--- src/rtl/display_scan_if.sv ---
// Digit-source / segment-bus bundle for the shared 4-digit 7-segment display.
// master = scan controller (drives columns/segments), slave = sources and display side.
interface display_scan_if;
  logic       enable;
  logic [3:0] dezenas_duzias;
  logic [3:0] unidades_duzias;
  logic [3:0] dezenas_bandeja;
  logic [3:0] unidades_bandeja;
  logic [3:0] display_colune;
  logic [6:0] display_data;
  logic       frame_tick;

  modport master (
    input  enable, dezenas_duzias, unidades_duzias, dezenas_bandeja, unidades_bandeja,
    output display_colune, display_data, frame_tick
  );

  modport slave (
    output enable, dezenas_duzias, unidades_duzias, dezenas_bandeja, unidades_bandeja,
    input  display_colune, display_data, frame_tick
  );
endinterface

--- src/rtl/display_scan_ctrl.sv ---
// Time-multiplexed scan of four BCD digits onto one segment bus, with a blank gap
// between digits and a per-frame snapshot. Optional macro DISPLAY_LZS_EN blanks tens zeros.
module display_scan_ctrl #(
  parameter int DWELL = 1000,
  parameter int BLANK = 50
) (
  input  logic           clk,
  input  logic           reset,
  display_scan_if.master bus
);

  localparam int MAX_CNT = (DWELL > BLANK) ? DWELL : BLANK;
  localparam int CNT_W   = (MAX_CNT > 0) ? $clog2(MAX_CNT + 1) : 1;
  localparam logic [CNT_W-1:0] DWELL_LAST = CNT_W'(DWELL - 1);
  localparam logic [CNT_W-1:0] BLANK_LAST = CNT_W'((BLANK > 0) ? BLANK - 1 : 0);

  typedef enum logic [1:0] {IDLE, SHOW, GAP} state_t;

  state_t           state_q, state_d;
  logic [1:0]       idx_q, idx_d;
  logic [CNT_W-1:0] cnt_q, cnt_d;
  logic [3:0][3:0]  snap_q, snap_d;
  logic [3:0]       colune_q, colune_d;
  logic [6:0]       data_q, data_d;
  logic             tick_q, tick_d;

  logic [3:0][3:0]  live;
  logic             go_show;
  logic             new_frame;
  logic [3:0]       shown_val;

  assign live = {bus.unidades_bandeja, bus.dezenas_bandeja,
                 bus.unidades_duzias, bus.dezenas_duzias};

  function automatic logic [6:0] seg_of(input logic [3:0] v);
    logic [6:0] s;
    case (v)
      4'd0:    s = 7'b1111110;
      4'd1:    s = 7'b0110000;
      4'd2:    s = 7'b1101101;
      4'd3:    s = 7'b1111001;
      4'd4:    s = 7'b0110011;
      4'd5:    s = 7'b1011011;
      4'd6:    s = 7'b1011111;
      4'd7:    s = 7'b1110000;
      4'd8:    s = 7'b1111111;
      4'd9:    s = 7'b1111011;
      default: s = 7'b0000001;
    endcase
    return s;
  endfunction

  // Column and segments are always computed together so a column never shows stale data.
  always_comb begin
    state_d   = state_q;
    idx_d     = idx_q;
    cnt_d     = cnt_q + 1'b1;
    snap_d    = snap_q;
    colune_d  = colune_q;
    data_d    = data_q;
    tick_d    = 1'b0;
    go_show   = 1'b0;
    new_frame = 1'b0;
    shown_val = '0;

    if (!bus.enable) begin
      state_d  = IDLE;
      idx_d    = '0;
      cnt_d    = '0;
      colune_d = '0;
      data_d   = '0;
    end else begin
      case (state_q)
        IDLE: begin
          go_show   = 1'b1;
          new_frame = 1'b1;
        end
        SHOW: begin
          if (cnt_q == DWELL_LAST) begin
            if (BLANK > 0) begin
              state_d  = GAP;
              cnt_d    = '0;
              colune_d = '0;
              data_d   = '0;
            end else begin
              go_show   = 1'b1;
              new_frame = (idx_q == 2'd3);
            end
          end
        end
        GAP: begin
          if (cnt_q == BLANK_LAST) begin
            go_show   = 1'b1;
            new_frame = (idx_q == 2'd3);
          end
        end
        default: begin
          state_d = IDLE;
          cnt_d   = '0;
        end
      endcase

      if (go_show) begin
        state_d   = SHOW;
        cnt_d     = '0;
        idx_d     = new_frame ? 2'd0 : idx_q + 2'd1;
        tick_d    = new_frame;
        if (new_frame) begin
          snap_d = live;
        end
        shown_val = snap_d[idx_d];
        colune_d  = 4'b1000 >> idx_d;
        data_d    = seg_of(shown_val);
`ifdef DISPLAY_LZS_EN
        if (shown_val == 4'd0 && !idx_d[0]) begin
          data_d = '0;
        end
`endif
      end
    end
  end

  always_ff @(posedge clk or negedge reset) begin
    if (!reset) begin
      state_q  <= IDLE;
      idx_q    <= '0;
      cnt_q    <= '0;
      snap_q   <= '0;
      colune_q <= '0;
      data_q   <= '0;
      tick_q   <= 1'b0;
    end else begin
      state_q  <= state_d;
      idx_q    <= idx_d;
      cnt_q    <= cnt_d;
      snap_q   <= snap_d;
      colune_q <= colune_d;
      data_q   <= data_d;
      tick_q   <= tick_d;
    end
  end

  assign bus.display_colune = colune_q;
  assign bus.display_data   = data_q;
  assign bus.frame_tick     = tick_q;

endmodule

--- src/flat_wrapper.sv ---
// flat-port wrapper written by rule: the top's interface ports become plain ports
module display_scan_ctrl_flat 
#(
  parameter int DWELL = 1000,
  parameter int BLANK = 50
)
  (clk, reset, bus_enable, bus_dezenas_duzias, bus_unidades_duzias, bus_dezenas_bandeja, bus_unidades_bandeja, bus_display_colune, bus_display_data, bus_frame_tick);
  display_scan_if bus_i ();
  input  logic clk;
  input  logic reset;
  input wire logic [$bits(bus_i.enable)-1:0] bus_enable;
  input wire logic [$bits(bus_i.dezenas_duzias)-1:0] bus_dezenas_duzias;
  input wire logic [$bits(bus_i.unidades_duzias)-1:0] bus_unidades_duzias;
  input wire logic [$bits(bus_i.dezenas_bandeja)-1:0] bus_dezenas_bandeja;
  input wire logic [$bits(bus_i.unidades_bandeja)-1:0] bus_unidades_bandeja;
  output wire logic [$bits(bus_i.display_colune)-1:0] bus_display_colune;
  output wire logic [$bits(bus_i.display_data)-1:0] bus_display_data;
  output wire logic [$bits(bus_i.frame_tick)-1:0] bus_frame_tick;
  assign bus_i.enable = bus_enable;
  assign bus_i.dezenas_duzias = bus_dezenas_duzias;
  assign bus_i.unidades_duzias = bus_unidades_duzias;
  assign bus_i.dezenas_bandeja = bus_dezenas_bandeja;
  assign bus_i.unidades_bandeja = bus_unidades_bandeja;
  assign bus_display_colune = bus_i.display_colune;
  assign bus_display_data = bus_i.display_data;
  assign bus_frame_tick = bus_i.frame_tick;
  display_scan_ctrl #(.DWELL(DWELL), .BLANK(BLANK)) u_core (.clk(clk), .reset(reset), .bus(bus_i));
endmodule
--- config.mk ---
export PLATFORM = sky130hd
export DESIGN_NAME = display_scan_ctrl_flat
export DESIGN_NICKNAME = d
export VERILOG_FILES = /design/src/rtl/display_scan_if.sv /design/src/rtl/display_scan_ctrl.sv /design/src/flat_wrapper.sv
export SDC_FILE = /design/constraint.sdc
export NUM_CORES = 1
export LEC_CHECK = 0
export BUFFER_PORTS_ARGS = -buffer_cell sky130_fd_sc_hd__buf_4
export CORE_ASPECT_RATIO = 1.2
export CORE_MARGIN = 2
export CORE_UTILIZATION = 40
export CTS_CLUSTER_DIAMETER = 200
export CTS_CLUSTER_SIZE = 25
export DETAILED_ROUTE_END_ITERATION = 8
export GPL_TIMING_DRIVEN = 1
export PLACE_DENSITY_LB_ADDON = 0.05
export SYNTH_ARGS = -nofsm -noshare
export SYNTH_HDL_FRONTEND = slang
export SYNTH_SLANG_ARGS = --single-unit
--- constraint.sdc ---
create_clock -name clk -period 6.1 [get_ports clk]
set_input_delay 0.61 -clock clk [delete_from_list [all_inputs] [get_ports clk]]
set_output_delay 0.61 -clock clk [all_outputs]
set_load 0.1 [all_outputs]
==> out/metrics.yaml <==
logic_synthesis:
  synth_top_cells_by_area: "dfrtp_1 (46%), mux2_2 (8.4%), ha_1 (4.4%)"
  syn_area_per_cell_um2: 11.2
  syn_nets: 229
  synth_top_family_by_area: "simple AND/OR/NAND/NOR gates"
  syn_inst: 202
  synth-simple-area-share: 0.155
  ys_async_sr_fraction: 1.00
  synth_edf_count: 0
  ys_warn_count: 0
  synth_fa_ha_area_frac: 0.0441
  ys.flop_type: "dfrtp_1"
  synth_cell_types: 55
  synth_mux_area_frac: 0.146
  synth_compound_area_frac: 0.114
  synth_common_cells: "dfrtp_1 (42), mux2_2 (17), nor2_1 (14), nand2_1 (13), inv_1 (12)"
  yosysTopAreaCell: "dfrtp_1"
  yosysMostFrequentCell: "dfrtp_1"
  synth_top_area_frac: 0.463
  synth-xor-area-share: 0.0309
  synth_seq_cells: 42
  syn_area_mm2: 0.00227
  ys_seq_area_frac: 0.463
detailed_routing:
  postRouteAntennaNets: 0
  via_per_inst: 5.46
  route.detailed.drc: 0
  drt_wl_total_um: 4550
  wl_per_cell_um: 15.4
  drt_pass1_iterations: 4
  vias: 1610
  drtIter0Drc: 100
critical_path:
  cp-end-kind: "register"
  cp_cell_sequence: "ha_1, nand2b_1, or4_4, nand2_2, mux2i_1, inv_1, ha_1, mux2_2, a22oi_1"
  cp_slowest_cell: "dfrtp_1"
  worst-setup-path-type: "reg -> reg"
  required_ns: 6.30
  crit_fanout: 10
  slowest_delay_ns: 0.62
  startpoint_type: "register"
  critical_path_arrival_ns: 3.08
  cp_common_cell: "ha_1"
clock_network:
  cts_tree: "done"
  clock_latency_ns: 0.29
  numCtsBuffers: 5
  clock_path_buffers: 2
  clk_pin_slew_ns: 0.08
  h-tree-depth: 2
  cts_setup_buffers: 0
  clock_sinks: 42
  clockRootBuffer: "clkbuf_8"
  ctsHoldBuffers: 0
  postCtsResizedCells: 0
timing:
  hold_violations: 0
  rsz0062_at_grt: "no"
  worstMarginPinSlew_ns: 0.827
  fmax_ghz: 0.347
  fin_ws_ns: 3.22
  setup_violations: 0
  finalSetupTns_ns: 0
  fin_crit_sh: 0.472
  relSlewSlack: 0.449
  finalClockSkew_ns: 0.00984
  fin_crit_ns: 2.88
  slew_viol_final: 0
place:
  pre_cts_ws_ns: 3.21
  post-dp-hpwl_um: 3420
  port_buffers: 30
  gp_congestion: 0.854
global_routing:
  grt_first_pass_wirelength_um: 7650
  antenna_found_initial: 0
  grt_max_degree: 43
  first_global_vias: 1651
  grt_use_total: 0.156
  grt_overflow_total: 0
worst_hold_path:
  hp-class: "in -> async"
final_layout:
  num_antenna_cells: 0
  drive_gt1_frac: 0.303
  area_growth_pct: 16.1
  nFillCells: 527
  layout.nets: 258
  post-route-util: 0.474
floorplan:
  rows: 30
  die_w_um: 72.8
  dieArea_mm2: 0.00630
  io_pins: 31
  core_mm2: 0.00556
  die_h_um: 86.5
  initial_core_util: 0.409
pwr:
  p_leak_nw: 1.16
  p_per_area_mw_per_mm2: 550
  irDropWorstVdd_v: 0.000154
outcome:
  status: "complete, no violations"
run:
  drv_cap: 0
[final cells by class]
class,instances,area [um2],share of cell area
clock inverters,1,30.0,0.0114
well taps,64,80.1,0.0304
flip-flops and latches,42,1050,0.399
multi-input cells,139,1110,0.423
clock buffers,6,82.6,0.0313
inverters,12,45.0,0.0171
repair buffers,31,233,0.0883
[through the flow]
step / std cells / power, mW / hold WS, ns / cell area (um2)
floorplan: 202 / 1.08 / 0.314 / 2270
global placement: 288 / 1.22 / 0.471 / 2520
detailed placement: 288 / 1.23 / 0.481 / 2520
CTS: 295 / 1.46 / 0.300 / 2640
global route: 295 / 1.55 / 0.322 / 2640
finish: 295 / 1.45 / 0.291 / 2640
[worst paths after layout]
check / slack, ns / start / cells after the start / to
max in group asynchronous: 5.44 / reset / 1 / u_core.state_q[0]
setup reg to reg: 3.22 / u_core.idx_q[0] / 9 / u_core.bus.display_data[6]
min in group clk: 0.49 / u_core.bus.display_colune[3] / 2 / u_core.bus.display_colune[3]
hold reg to reg: 0.49 / u_core.bus.display_colune[3] / 2 / u_core.bus.display_colune[3]
setup / recovery: 3.22 / u_core.idx_q[0] / 9 / u_core.bus.display_data[6]
hold / removal: 0.29 / reset / 1 / u_core.snap_q[4]
[layer usage]
| layer | GRT usage | routed length, um |
|---|---|---|
| met5 | 0 | 0 |
| met4 | 0.0488 | 72 |
| met3 | 0.0360 | 160 |
| met2 | 0.278 | 2290 |
| met1 | 0.186 | 2030 |
[power by group]
part	switching (mW)	internal, mW
Clock	0.0918	0.131
Combinational	0.482	0.300
Sequential	0.0699	0.374
Total	0.644	0.805
[kinds of logic (layout without fill, tap and decap cells)]
group           Yosys count  count (layout)
compound gates           34              34
xor+xnor                  8               8
fa+ha+maj                 8               8
buf+inv                  21              50
flops                    42              42
mux                      26              26
simple gates             63              63
[sequential cells by signal (all words and copies together), names as in the netlist]
signal	flops
u_core.bus.frame_tick	1
u_core.bus.display_colune	4
u_core.cnt_q	10
u_core.idx_q	2
u_core.state_q	2
u_core.bus.display_data	7
u_core.snap_q	16
[critical path, delay by kind of cell (launching register included)]
family	cells	cell delay, ns
adders and majority gates	2	0.51
AOI/OAI and AO/OA	1	0.15
buffers and inverters	1	0.12
DFF	1	0.62
muxes	2	0.65
and+or+nand+nor	3	0.73
[cells in the final DEF (no fill, tap or decap), types with 2 or more instances in the layout]
cell type and instances:
dfrtp_1 42, buf_4 31, mux2_2 17, nor2_1 14, nand2_1 13, inv_1 12, ha_1 8, nand3_1 6
o21ai_0 6, xnor2_1 6, clkbuf_8 6, mux2i_1 5, mux4_2 4, nor3_1 3, a21oi_1 3, a211oi_1 3
a22oi_1 3, nand4b_1 2, nor4_1 2, or2_1 2, or2_2 2, xor2_1 2, nand3b_1 2, nor2b_1 2
o21ai_1 2, a22o_1 2, nand4_1 2, o211ai_1 2
(Power assumes the default switching activity.)
